File: src/rtl/seq_det_pkg.sv
// -----------------------------------------------------------------------------
// seq_det_pkg
// Shared definitions for the programmable serial pattern detector:
//   - seq_state_e  : detector state (DISABLED / FILLING / ARMED)
//   - calc_len_w   : width of the pattern-length field for a given MAX_LEN
//   - len_is_valid : checks that a programmed length is in 1..MAX_LEN
// Optional feature macro used by the top level: SEQDET_MATCH_COUNT_EN
// -----------------------------------------------------------------------------
package seq_det_pkg;

  typedef enum logic [1:0] {
    DISABLED = 2'b00,
    FILLING  = 2'b01,
    ARMED    = 2'b10
  } seq_state_e;

  // Enough bits to hold the values 0..max_len.
  function automatic int unsigned calc_len_w(input int unsigned max_len);
    return int'($clog2(max_len + 1));
  endfunction

  function automatic logic len_is_valid(input int unsigned len,
                                        input int unsigned max_len);
    return (len != 0) && (len <= max_len);
  endfunction

endpackage

File: src/rtl/seq_det_match.sv
// -----------------------------------------------------------------------------
// seq_det_match
// Combinational masked comparison of the history shift register against the
// programmed pattern. Only the lowest i_len bits take part; higher bits are
// don't-care so that shorter patterns can live in the MAX_LEN-wide registers.
// Ports:
//   i_hist    [MAX_LEN-1:0]  history, bit [0] = most recent sample
//   i_pattern [MAX_LEN-1:0]  pattern, LSB-aligned
//   i_len     [LEN_W-1:0]    active pattern length
//   o_eq                     1 when the low i_len bits are equal
// -----------------------------------------------------------------------------
module seq_det_match #(
  parameter int unsigned MAX_LEN = 8,
  parameter int unsigned LEN_W   = 4
) (
  input  logic [MAX_LEN-1:0] i_hist,
  input  logic [MAX_LEN-1:0] i_pattern,
  input  logic [LEN_W-1:0]   i_len,
  output logic               o_eq
);

  logic [MAX_LEN-1:0] w_mask;

  always_comb begin
    w_mask = '0;
    for (int i = 0; i < int'(MAX_LEN); i++) begin
      w_mask[i] = (i < int'(i_len));
    end
  end

  assign o_eq = (((i_hist ^ i_pattern) & w_mask) == '0);

endmodule

File: src/rtl/seq_detector_prog.sv
// -----------------------------------------------------------------------------
// seq_detector_prog
// Runtime-programmable serial pattern detector (1..MAX_LEN bits), overlapping
// or non-overlapping matching, registered one-cycle match pulse.
// Optional feature: define SEQDET_MATCH_COUNT_EN to add a saturating match
// counter on port match_count.
//
// State | meaning
// ------+---------------------------------------------------------
// DISABLED | programmed length invalid; samples ignored, y held 0
// FILLING  | fewer than len samples collected since last clear
// ARMED    | len samples collected; every new sample can complete a match
//
// Ports:
//   clk, reset            clock (rising edge), async active-high reset
//   in_valid, a           qualified serial input bit
//   cfg_load              latch cfg_pattern / cfg_len / cfg_overlap
//   cfg_pattern           pattern, bit [len-1] = first bit received
//   cfg_len               pattern length (valid range 1..MAX_LEN)
//   cfg_overlap           1: overlapping matches, 0: non-overlapping
//   y                     registered match pulse
//   cfg_err               current configuration invalid
//   match_count           saturating match count (SEQDET_MATCH_COUNT_EN only)
// -----------------------------------------------------------------------------
module seq_detector_prog
  import seq_det_pkg::*;
#(
  parameter int unsigned         MAX_LEN     = 8,
  parameter int unsigned         CNT_W       = 16,
  parameter logic [MAX_LEN-1:0]  RST_PATTERN = 8'b0000_1101,
  parameter int unsigned         RST_LEN     = 4,
  parameter logic                RST_OVERLAP = 1'b1,
  localparam int unsigned        LEN_W       = calc_len_w(MAX_LEN)
) (
  input  logic               clk,
  input  logic               reset,
  input  logic               in_valid,
  input  logic               a,
  input  logic               cfg_load,
  input  logic [MAX_LEN-1:0] cfg_pattern,
  input  logic [LEN_W-1:0]   cfg_len,
  input  logic               cfg_overlap,
  output logic               y,
  output logic               cfg_err
`ifdef SEQDET_MATCH_COUNT_EN
  ,
  output logic [CNT_W-1:0]   match_count
`endif
);

  logic [MAX_LEN-1:0] r_pattern;
  logic [LEN_W-1:0]   r_len;
  logic               r_overlap;
  logic [MAX_LEN-1:0] r_hist;
  logic [LEN_W-1:0]   r_fill;
  seq_state_e         r_state;
  logic               r_y;
  logic               r_cfg_err;

  logic               w_cfg_valid;
  logic               w_sample;
  logic [MAX_LEN-1:0] w_hist_next;
  logic [LEN_W:0]     w_fill_inc;
  logic               w_full;
  logic               w_eq;
  logic               w_match;
  logic [LEN_W-1:0]   w_fill_next;
  seq_state_e         w_state_next;

  assign w_cfg_valid = len_is_valid(32'(cfg_len), MAX_LEN);

  // cfg_load wins over a simultaneous sample; a disabled detector ignores data.
  assign w_sample    = in_valid && !cfg_load && (r_state != DISABLED);
  assign w_hist_next = {r_hist[MAX_LEN-2:0], a};

  // One extra bit so fill+1 cannot wrap when len == 2**LEN_W - 1.
  assign w_fill_inc  = {1'b0, r_fill} + 1'b1;
  assign w_full      = (w_fill_inc >= {1'b0, r_len});

  seq_det_match #(
    .MAX_LEN (MAX_LEN),
    .LEN_W   (LEN_W)
  ) u_match (
    .i_hist    (w_hist_next),
    .i_pattern (r_pattern),
    .i_len     (r_len),
    .o_eq      (w_eq)
  );

  assign w_match = w_sample && w_full && w_eq;

  // Non-overlap restarts collection after a hit; otherwise fill saturates at len.
  always_comb begin
    w_fill_next = w_full ? r_len : w_fill_inc[LEN_W-1:0];
    if (w_match && !r_overlap) begin
      w_fill_next = '0;
    end
    w_state_next = (w_fill_next == r_len) ? ARMED : FILLING;
  end

  always_ff @(posedge clk or posedge reset) begin
    if (reset) begin
      r_pattern <= RST_PATTERN;
      r_len     <= LEN_W'(RST_LEN);
      r_overlap <= RST_OVERLAP;
      r_hist    <= '0;
      r_fill    <= '0;
      r_state   <= FILLING;
      r_y       <= 1'b0;
      r_cfg_err <= 1'b0;
    end else if (cfg_load) begin
      r_pattern <= cfg_pattern;
      r_len     <= cfg_len;
      r_overlap <= cfg_overlap;
      r_hist    <= '0;
      r_fill    <= '0;
      r_state   <= w_cfg_valid ? FILLING : DISABLED;
      r_y       <= 1'b0;
      r_cfg_err <= !w_cfg_valid;
    end else begin
      r_y <= w_match;
      if (w_sample) begin
        r_hist  <= w_hist_next;
        r_fill  <= w_fill_next;
        r_state <= w_state_next;
      end
    end
  end

  assign y       = r_y;
  assign cfg_err = r_cfg_err;

`ifdef SEQDET_MATCH_COUNT_EN
  logic [CNT_W-1:0] r_match_count;

  // Advances on the same edge that raises y, so it tracks y pulses exactly.
  always_ff @(posedge clk or posedge reset) begin
    if (reset) begin
      r_match_count <= '0;
    end else if (cfg_load) begin
      r_match_count <= '0;
    end else if (w_match && (r_match_count != {CNT_W{1'b1}})) begin
      r_match_count <= r_match_count + 1'b1;
    end
  end

  assign match_count = r_match_count;
`endif

endmodule

File: config.mk
export PLATFORM = sky130hd
export DESIGN_NAME = seq_detector_prog
export DESIGN_NICKNAME = d
export VERILOG_FILES = /design/src/rtl/seq_det_pkg.sv /design/src/rtl/seq_det_match.sv /design/src/rtl/seq_detector_prog.sv
export SDC_FILE = /design/constraint.sdc
export NUM_CORES = 1
export LEC_CHECK = 0
export ABC_CLOCK_PERIOD_IN_PS = 4700
export CORE_MARGIN = 2
export CORE_UTILIZATION = 58
export CTS_CLUSTER_SIZE = 12
export DETAILED_ROUTE_END_ITERATION = 7
export HOLD_SLACK_MARGIN = 0.1
export PLACE_DENSITY = 0.83
export SETUP_SLACK_MARGIN = 0.05
export SLEW_MARGIN = 20
export SYNTH_ARGS = -nofsm -noshare
export SYNTH_HDL_FRONTEND = slang
export SYNTH_HIERARCHICAL = 1
export SYNTH_SLANG_ARGS = --single-unit
File: constraint.sdc
create_clock -name clk -period 4.7 [get_ports clk]
set_input_delay 0.94 -clock clk [delete_from_list [all_inputs] [get_ports clk]]
set_output_delay 0.94 -clock clk [all_outputs]
set_load 0.02 [all_outputs]
Word level (Yosys, flattened, before mapping):

Cells that the tools add are included.

* register bits after elaboration: 28
* input port bits: 18
* output and inout port bits: 2
* logic and storage cells: 46

* add/sub/neg operators: 1
* $lt $le $gt $ge: 10
* eq/ne operators: 1
* mux-type cells: 11
* bitwise operators: 2
* reduce and logical (&&, ||, !) cells: 13

Operators with widths (number)
* $lt A3 B4 Y1 const A: 4
* $mux W4: 4
* $mux W7: 2
* $and A8 B8 Y8: 1
* $logic_not A8 Y1: 1
* $lt A1 B4 Y1 const A: 2
* $lt A2 B4 Y1 const A: 2
* $xor A8 B8 Y8: 1
* $logic_and A1 B1 Y1: 6
* $mux W2: 3
* $add A4 B1 Y5 const B: 1
* $ge A5 B4 Y1: 1
* $eq A4 B4 Y1: 1
* $le A4 B4 Y1 const B: 1
* $reduce_bool A2 Y1: 2
* $reduce_bool A4 Y1: 1
* $logic_not A1 Y1: 3
* $mux W1: 2

Logic depth before layout (Yosys ltp):

Gate-level depths: netlist of run 1.

* depth after elaboration: 11
* depth in mapped cells: 9
* mapped depth without buffers: 8

Hierarchy:

Netlist of run 1, hierarchy kept.

Modules (own cells, without submodules)
* seq_detector_prog: instances 1, cells each 127, area an instance 1357.6 µm², seq. area each 708.2 µm²
* seq_det_match: instances 1, cells each 24, area an instance 165.2 µm², seq. area each 0.0 µm²

Worst setup path before layout of run 1:

No wires, ideal clock.

* path type: flip-flop to flip-flop
* start point: reg r_fill[0]
* end point: reg r_fill[3]
* setup time: 76 ps
* data arrival time: 2189 ps
* required time: 4624 ps
* path slack: 2434 ps
* cell stages (with the launch flop): 8
* buffers on the path: 1
* period minus slack after synthesis: 2266 ps
* path through: dfrtp_1 -> ha_1 -> ha_1 -> a2111o_1 -> a32o_1 -> buf_6 -> a211o_1 -> o21ai_1

* cells in the longest elaborated chain, start to end: 8
* elaborated cells between the ends (all ways): 9
* classes of those cells: add/sub: 1; order compare: 1; mux: 4; reduce/logical: 3

Ends and longest elaborated chain
* start, declared: line seq_detector_prog.sv:55 `logic [LEN_W-1:0] r_fill;`
* start signal, assigned: line seq_detector_prog.sv:124 `r_fill <= w_fill_next;`
* $add A4 B1 Y5 *: line seq_detector_prog.sv:77 `assign w_fill_inc = {1'b0, r_fill} + 1'b1;`
* $ge A5 B4 Y1: line seq_detector_prog.sv:78 `assign w_full = (w_fill_inc >= {1'b0, r_len});`
* $logic_and A1 B1 Y1 (2 in a row): line seq_detector_prog.sv:90 `assign w_match = w_sample && w_full && w_eq;`
* $logic_and A1 B1 Y1: line seq_detector_prog.sv:95 `if (w_match && !r_overlap) begin`
* $mux W4 *: line seq_detector_prog.sv:95
* $mux W4 *: line seq_detector_prog.sv:122 `if (w_sample) begin`
* $mux W4 *: line seq_detector_prog.sv:111 `end else if (cfg_load) begin`

Mark *: on every way between the ends. The rest lies on a longest branch, timed or not. The select of a mux whose other input is x is not followed.
A chain may end at the register's enable or synchronous reset.

Worst setup path after layout of run 1:

* start point: reg r_fill[0]
* end point: reg r_fill[1]

The elaborated chain is that of the path after synthesis.

==> results of run 1 <==
## cells in the mapped netlist, drive strengths merged, types with 4 or more instances
cell   number  area [µm²]
nor2        5       18.77
dfstp       6       157.7
nand2      21       78.83
o21ai      14       70.06
inv         7       26.28
mux2i       4       40.04
xor2       11       96.34
ha          5       62.56
xnor2       4       35.03
a21oi      10       50.05
dfrtp      22       550.5
mux2       10       112.6
## power by group through the flow
stage	combinational, mW	clock, mW	sequential [mW]
global placement	0.139	0	0.293
detailed placement	0.146	0	0.295
floorplan	0.111	0	0.289
finish	0.145	0.155	0.290
global route	0.162	0.168	0.294
CTS	0.147	0.159	0.290
## final cells by class
cell class                      instances  area, µm²  share of cell area [%]
Timing Repair Buffer                   19      185.2                   10.45
Sequential cell                        28      708.2                   39.97
Multi-Input combinational cell        111      762.0                   43.01
Clock buffer                            3      22.52                   1.271
Tap cell                               30      37.54                   2.119
Clock inverter                          1      30.03                   1.695
Inverter                                7      26.28                   1.483
## sequential cells by signal, summed over array words and instances, names as in the netlist
signal     cells
r_hist         7
r_len          4
r_fill         4
r_overlap      1
r_state        2
cfg_err        1
r_pattern      8
y              1
## path summary, 6_finish.rpt
kind | startpoint | end | slack (ns) | cells after the start
setup / recovery | r_fill[0]$_DFFE_PP0P_ | r_fill[1]$_DFFE_PP0P_ | 2.13 | 8
hold / removal | cfg_err$_DFFE_PP0P_ | cfg_err$_DFFE_PP0P_ | 0.54 | 2
setup reg to reg | r_fill[0]$_DFFE_PP0P_ | r_fill[1]$_DFFE_PP0P_ | 2.13 | 8
hold reg to reg | cfg_err$_DFFE_PP0P_ | cfg_err$_DFFE_PP0P_ | 0.54 | 2
max in group asynchronous | reset | r_pattern[3]$_DFFE_PP1P_ | 3.36 | 2
min in group asynchronous | reset | r_hist[6]$_DFFE_PP0P_ | 0.97 | 2
## per-layer routing
metal	wire length (µm)	share of wire, %	vias to the layer above	track usage, %
met4	40	1.4	0	7.666
met1	1231	42	551	24.15
met2	1543	53	20	39.63
met5	0	0	-	0
met3	90	3.1	6	2.342
li1	-	-	563	-
## worst max-delay path, cell delays in order (launching register included)
cell      delay, ns
dfrtp_1        0.48
ha_1           0.28
xor2_1         0.27
ha_1           0.29
o21ai_0        0.16
nand2b_1       0.11
a32o_1         0.36
a211o_1        0.40
o21ai_1        0.16
## cells by family (layout without fill, tap and decap cells)
logic type	count (synthesis)	in the layout	share of synthesized area [%]
simple gates	41	41	12.74
compound gates	36	36	14.55
flops	28	28	46.51
xor+xnor	15	15	8.627
mux	14	14	10.02
buf+inv	12	30	3.451
fa+ha+maj	5	5	4.108
==> impl_metrics.ini, run 1 <==
[final_layout]
areaGrowthSynthToFinish_pct = 16.35
finish.utilization_pct = 71.52
fin_cells = 199
fin_nets = 193
drive_above_1_share_pct = 13.61
mostFrequentLayoutCell = dfrtp_1
num-fill-cells = 203
layout_common_cells = dfrtp_1 (22), nand2_1 (21), clkdlybuf4s50_1 (18), xor2_1 (11)
fin_area_um2 = 1772
antenna_cells = 0

[pwr]
total_power_mw = 0.5905
netSwitchingFraction_pct = 28.48
peakVddDrop_uv = 268.2
p_leak_nw = 0.7741
clkPwrFrac_pct = 26.2
combPwrFrac_pct = 24.6
switching_power_mw = 0.1682
p_int_mw = 0.4223
p_seq_share_pct = 49.1
cellPowerDensity_nw_per_um2 = 333.3

[routing]
drtIter0Drc = 35
vias = 1140
dr.pass1.iters = 6
wire_per_inst_um = 14.60
drtAntennaViolNets = 0
remaining_drc_errors = 0
routed_wl_mm = 2.906
vias_per_cell = 5.729

[logic_synthesis]
avgSynthCellArea_um2 = 10.08
mappedNetlistArea_um2 = 1523
yosysSeqAreaShare_pct = 46.51
synthArstFlopShare_pct = 100.0
synth_cell_type_count = 33
yosys_warnings = 6
synth-edff-count = 0
ys_ff_latch = 28
postSynthCellCount = 151
synth_fp_nets = 174
synth-main-ff-cell = dfrtp_1

[timing]
setup_ws_ns = 2.127
holdWs_ns = 0.5378
period_minus_slack_ns = 2.573
max_freq_mhz = 388.6
finalMaxSlewViolations = 0
fin_crit_sh_pct = 54.75
hold_violations = 0
tns_ns = 0
fin_worst_skew_ns = 0.002813
rsz0062_at_grt = false
finalSetupViolCount = 0
tightestPinTransition_ns = 0.8207
slew_headroom_pct = 44.92

[flow_run]
max_cap_violations = 0

[clock_network]
clock_sinks = 28
root_buffer = clkbuf_4
cts_tree = done
cts_buffers = 3
clkSlewWorstSetupHoldPaths_ns = 0.15
h-tree-depth = 1
cts_buffer_depth = 2
clk_latency_ns = 0.32
ctsHoldBuffers = 0
cts_resized = 0
postCtsSetupRepairBufs = 0

[critical_path]
crit_arrival_ns = 2.83
worst-path-max-fanout = 8
cp.required_ns = 4.96
crit_type = flip-flop to flip-flop
crit_path_start_kind = flip-flop
setup.worst_path.end_class = flip-flop

[floorplanning]
die_area_um2 = 3051
io_pins = 20
dieWidth_um = 55.24
start_util_pct = 61.46
die_height_um = 55.24
fp-row-count = 18
core_area_um2 = 2477

[placement]
place.gp.congestion = 0.7837
place_hpwl_mm = 2.137
detailed_place.area_um2 = 1724
placed_cells = 195
port-buffer-count = 19
dp_slack_ns = 1.739

[status]
status = finished, final reports clean

[grt]
grt_pass1_vias = 1215
grt_antenna_before_repair = 0
grt_pass1_wl_mm = 5.195
grt_max_degree = 32
grt_usage_pct = 21.02
grt_overflow_total = 0

[min_path]
hp-class = flip-flop to flip-flop
Note: power is estimated with default switching activity, not from simulation.
==> run 2, diff against run 1 <==
- ABC_CLOCK_PERIOD_IN_PS: 4700 -> 2450
- CORE_UTILIZATION: 58 -> 54
- PLACE_DENSITY: 0.83 -> 0.78
- clock period: 4.7 -> 2.45 ns (I/O delays scaled with it)
==> run 2 against run 1 <==
Net effect:
- sequential power up 89%
- first-iteration DRC count up 120%
- via count up 8.2%
- worst setup slack worse by 2.0 ns
- clock-buffer cell count unchanged
- largest cell class unchanged
==> impl_metrics.ini, run 2 (synthesized netlist as in run 1, its figures left out) <==
[status]
status = finished, final reports clean

[clock_network]
cts_tree = done
clkSlewWorstSetupHoldPaths_ns = 0.16
cts_buffers = 3
clock_sinks = 28
root_buffer = clkbuf_4
h-tree-depth = 1
cts_buffer_depth = 2
clk_latency_ns = 0.35

[floorplanning]
dieWidth_um = 57.10
fp-row-count = 19
start_util_pct = 56.19
die_height_um = 57.10
io_pins = 20
die_area_um2 = 3260
core_area_um2 = 2710

[grt]
globalRoute.busiestLayer = met2
grt_pass1_vias = 1316
grt_pass1_wl_mm = 5.437
grt_max_degree = 29
grt_overflow_total = 0
met2_usage_pct = 40.07
grt_antenna_before_repair = 0
grt_usage_pct = 21.70
use_met3_pct = 3.175
grtUsageMet1_pct = 24.04

[pwr]
peakVddDrop_uv = 521.1
p_int_mw = 0.8421
cellPowerDensity_nw_per_um2 = 635.2
p_seq_share_pct = 45.9
combPwrFrac_pct = 28.3
p_leak_nw = 0.8322
clkPwrFrac_pct = 25.8
switching_power_mw = 0.3493
netSwitchingFraction_pct = 29.32

[critical_path]
crit_type = flip-flop to flip-flop
crit_arrival_ns = 2.62
cp.required_ns = 2.73
crit_path_start_kind = flip-flop
cpMostUsedCell = ha_1
crit_path_max_incr_delay_ns = 0.45
worst-path-max-fanout = 5
setup.worst_path.end_class = flip-flop
slowest_stage = dfrtp_2
cp_top_family = compound AO/OA/AOI/OAI gates
critPathBufInv = 0
crit_chain = ha_1 -> xor2_2 -> ha_1 -> a2111o_1 -> a32o_2 -> a211o_1 -> o21ai_1

[final_layout]
antenna_cells = 0
areaGrowthSynthToFinish_pct = 23.17
top_register = r_pattern
layout_common_cells = nand2_1 (21), dfrtp_1 (21), clkdlybuf4s50_1 (19)
largest_reg_flops = 8
top_regs = r_pattern: 8 flops, r_hist: 7 flops
finish.utilization_pct = 69.21
fin_nets = 203
drive_above_1_share_pct = 20.11
fin_area_um2 = 1876

[timing]
holdWs_ns = 0.4907
period_minus_slack_ns = 2.341
tns_ns = 0
slew_headroom_pct = 76.88
finalSetupViolCount = 0
hold_violations = 0
rsz0062_at_grt = false
fin_crit_sh_pct = 95.55
tightestPinTransition_ns = 0.3468
finalMaxSlewViolations = 0
max_freq_mhz = 427.2
fin_worst_skew_ns = 0.01655

[placement]
place_hpwl_mm = 2.485
detailed_place.area_um2 = 1785
place.gp.congestion = 0.8463
port-buffer-count = 19

[routing]
routed_wl_mm = 3.420
drtIter0Drc = 77
dr.pass1.iters = 4
drtAntennaViolNets = 0
vias_per_cell = 5.876
wire_per_inst_um = 16.29
vias = 1234
remaining_drc_errors = 0

[flow_run]
max_cap_violations = 0

[min_path]
hp-class = input pin to async pin
==> run 2: tightest hold or removal path, delay by kind of cell <==
family                 cells  cell delay [ns]
buffers and inverters      3             0.77
==> run 2: final cells by class <==
class | instances | area [µm²]
fillers | 216 | 834.6
multi-input cells | 111 | 783.3
flip-flops and latches | 28 | 709.4
repair buffers | 29 | 265.3
well taps | 31 | 38.79
clock inverters | 1 | 30.03
inverters | 7 | 26.28
clock buffers | 3 | 22.52
==> run 2: path summary, 6_finish.rpt <==
| path | slack [ns] | startpoint | cells after the start | end |
|---|---|---|---|---|
| max | 0.11 | r_fill[0]$_DFFE_PP0P_ | 7 | r_fill[0]$_DFFE_PP0P_ |
| min | 0.49 | reset | 3 | r_fill[0]$_DFFE_PP0P_ |
| max reg2reg | 0.11 | r_fill[0]$_DFFE_PP0P_ | 7 | r_fill[0]$_DFFE_PP0P_ |
| min reg2reg | 0.54 | cfg_err$_DFFE_PP0P_ | 2 | cfg_err$_DFFE_PP0P_ |
| max in group asynchronous | 1.64 | reset | 3 | r_pattern[0]$_DFFE_PP1P_ |
| min in group clk | 0.54 | cfg_err$_DFFE_PP0P_ | 2 | cfg_err$_DFFE_PP0P_ |
==> run 2: through the flow <==
step | setup slack (ns) | instances | power [mW]
after floorplan | 0.1843 | 151 | 0.7665
after global placement | 0.1744 | 204 | 0.8498
after detailed placement | 0.08111 | 204 | 0.8664
after CTS | 0.05629 | 208 | 1.173
after global routing | 0.01920 | 210 | 1.249
final | 0.1091 | 210 | 1.191
==> run 2: power groups by stage <==
stage	Combinational, mW	Clock [mW]	Sequential [mW]
floorplan	0.212	0	0.554
global placement	0.296	0	0.553
detailed placement	0.310	0	0.556
CTS	0.313	0.311	0.549
global route	0.366	0.331	0.552
finish	0.337	0.308	0.547
==> run 2: metal layers <==
layer | vias to the layer above | share of wire [%]
met2 | 23 | 54
met3 | 7 | 2.4
met5 | - | 0
met1 | 620 | 42
met4 | 0 | 2.0
li1 | 584 | -
==> run 2: timing repair <==
item                       4_1_cts  5_1_grt
pin swaps                        0        1
setup buffers                    0        2
cloned                           0        0
gates resized for setup          1        4
setup endpoints to repair        3        5
hold buffers                     0        0
==> run 3, diff against run 2 <==
- ABC_AREA: default -> 1
- CORE_UTILIZATION: 54 -> 55
- PLACE_DENSITY: 0.78 -> 0.79
==> run 3 against run 2 <==
Net effect:
- final cell count up 33%
- global-route usage increased by 0.26 points
- sequential cell count unchanged
- wire length fell by 0.58%
- first-iteration DRC count shrank 44%
- maximum frequency is 7.5% higher
- via count is 15% higher
- critical path depth is 7 higher
- critical path type unchanged
- critical endpoint is now r_state[0]$_DFFE_PP1P_
- largest power group unchanged
==> impl_metrics.ini, run 3 <==
[timing]
fin_worst_skew_ns = 0.001370
tightestPinTransition_ns = 0.3506
period_minus_slack_ns = 2.178
slew_headroom_pct = 76.62
finalMaxSlewViolations = 0
finalSetupViolCount = 0
rsz0062_at_grt = false
fin_crit_sh_pct = 88.90
tns_ns = 0
hold_violations = 0
max_freq_mhz = 459.1

[logic_synthesis]
yosysTopAreaCell = dfrtp_1
synth_fp_nets = 250
synth_area_leaders = dfrtp_1 (33%), nand2_1 (19%), dfstp_2 (9.5%)
synthTopCellsByCount = nand2_1 (84), inv_1 (36), dfrtp_1 (22), nor2_1 (14), o21ai_0 (14)
synth-edff-count = 0
synth-main-ff-cell = dfrtp_1
ys_ff_latch = 28
mappedNetlistArea_um2 = 1660
synth_most_common_cell = nand2_1
yosysSeqAreaShare_pct = 42.65
yosys_warnings = 6
avgSynthCellArea_um2 = 7.314
postSynthCellCount = 227
synth.top_cell.area_share_pct = 33.16
synth_cell_type_count = 26
synthArstFlopShare_pct = 100.0

[min_path]
min_path_cells = 2
hold_end = r_pattern[3]$_DFFE_PP1P_
hold_start = r_pattern[3]$_DFFE_PP1P_
hp-class = flip-flop to flip-flop

[routing]
drtAntennaViolNets = 0
vias_per_cell = 5.046
drtIter0Drc = 43
wire_per_inst_um = 12.14
remaining_drc_errors = 0
dr.pass1.iters = 6
routed_wl_mm = 3.400
vias = 1413

[placement]
place_hpwl_mm = 2.543
port-buffer-count = 19
place.gp.congestion = 0.8928

[clock_network]
clkSlewWorstSetupHoldPaths_ns = 0.15
cts_tree = done
postCtsSetupRepairBufs = 0
root_buffer = clkbuf_4
clock_sinks = 28
cts_buffers = 3
clk_latency_ns = 0.32
cts_buffer_depth = 2
h-tree-depth = 1

[critical_path]
crit_path_start_kind = flip-flop
setup.worst_path.end_class = flip-flop
timing.rr.start = r_fill[0]$_DFFE_PP0P_
reg2regPathDepth = 14
rr_endpoint = r_state[0]$_DFFE_PP1P_
crit_type = flip-flop to flip-flop
worst-path-max-fanout = 8
reg2reg_slack_ns = 0.27
crit_arrival_ns = 2.45
cp.required_ns = 2.72

[flow_run]
max_cap_violations = 0

[grt]
grt_overflow_total = 0
grt_max_degree = 29
grt_pass1_wl_mm = 5.796
grt_usage_pct = 21.95
grt_pass1_vias = 1241
grt_antenna_before_repair = 0

[floorplanning]
dieWidth_um = 58.95
die_area_um2 = 3475
core_area_um2 = 2805
die_height_um = 58.95
io_pins = 20
fp-row-count = 19
start_util_pct = 59.19

[final_layout]
drive_above_1_share_pct = 12.05
antenna_cells = 0
areaGrowthSynthToFinish_pct = 17.94
fin_nets = 273
num-fill-cells = 232
mostFrequentLayoutCell = nand2_1
layout_common_cells = nand2_1 (84), inv_1 (36), dfrtp_1 (21), clkdlybuf4s50_1 (19)
top_register = r_pattern
top_regs = r_pattern: 8 flops, r_hist: 7 flops
largest_reg_flops = 8

[pwr]
peakVddDrop_uv = 434.7
p_leak_nw = 1.014
total_power_mw = 1.355
cellPowerDensity_nw_per_um2 = 691.8

[status]
status = finished, final reports clean
==> run 3: power breakdown <==
| group | switching [mW] | internal, mW |
|---|---|---|
| sequential | 0.0451 | 0.516 |
| combinational | 0.304 | 0.189 |
| clock | 0.135 | 0.165 |
| total | 0.484 | 0.871 |
==> run 3: kinds of logic after synthesis <==
family                     share of synthesized area, %
DFF                                               42.65
adders and majority gates                         3.768
and+or+nand+nor                                   35.04
buffers and inverters                             9.495
xor gates and xnor gates                          1.055
AOI/OAI and AO/OA                                 7.988
==> run 3: worst max-delay path, stage by stage, from the launching register on <==
cell and delay, ns:
dfrtp_2 0.47, nand3_1 0.12, xor2_2 0.17, inv_1 0.08, ha_1 0.31, a21oi_1 0.14
nand2_1 0.10, nand2_4 0.11, nand2_8 0.07, nand3_4 0.11, nand4_1 0.11, nand2_1 0.12
nand3_2 0.10, nor2_2 0.08, nor2_1 0.04
==> run 3: worst max path at each step <==
stage                           from                      to  slack (ns)  cells after the start
4_1_cts        r_fill[0]$_DFFE_PP0P_  r_state[0]$_DFFE_PP1P_        0.24                     14
3_3_place_gp                       a  r_state[0]$_DFFE_PP1P_        0.22                     18
3_5_place_dp                       a  r_state[0]$_DFFE_PP1P_        0.19                     18
6_report       r_fill[0]$_DFFE_PP0P_  r_state[0]$_DFFE_PP1P_        0.27                     14
5_1_grt        r_fill[0]$_DFFE_PP0P_  r_state[0]$_DFFE_PP1P_        0.06                     14
2_1_floorplan  r_fill[0]$_DFFE_PP0P_  r_state[0]$_DFFE_PP1P_        0.48                     14
==> run 3: final cells by class <==
class	count	area (µm²)	area share (%)
clock buffers	3	22.52	1.150
clock inverters	1	30.03	1.534
inverters	38	142.6	7.284
multi-input cells	157	802.0	40.96
flip-flops and latches	28	709.4	36.23
well taps	31	38.79	1.981
repair buffers	22	212.7	10.86
==> run 3: routing by layer <==
metal	up-vias	global-route usage (%)	part of all wire (%)
met4	0	3.896	0.29
met2	26	33.81	45
li1	746	-	-
met1	639	33.71	52
met5	-	0	0
met3	2	2.637	3.1
==> run 3: stage by stage <==
stage | util [%] | std cells | worst slack, ns | hold slack, ns | instance area [µm²]
6_report | 69.80 | 280 | 0.2720 | 0.4861 | 1958
5_1_grt | 69.80 | 280 | 0.05738 | 0.5074 | 1958
4_1_cts | 69.49 | 280 | 0.2382 | 0.4904 | 1949
3_5_place_dp | 67.62 | 276 | 0.1879 | 0.4690 | 1897
3_3_place_gp | 67.62 | 276 | 0.2151 | 0.4615 | 1897
2_1_floorplan | - | 227 | 0.4818 | 0.4471 | 1660
==> run 3: repair_timing <==
item	4_1_cts	5_1_grt
gates resized for setup	0	2
setup endpoints to repair	0	2
hold buffers	0	0
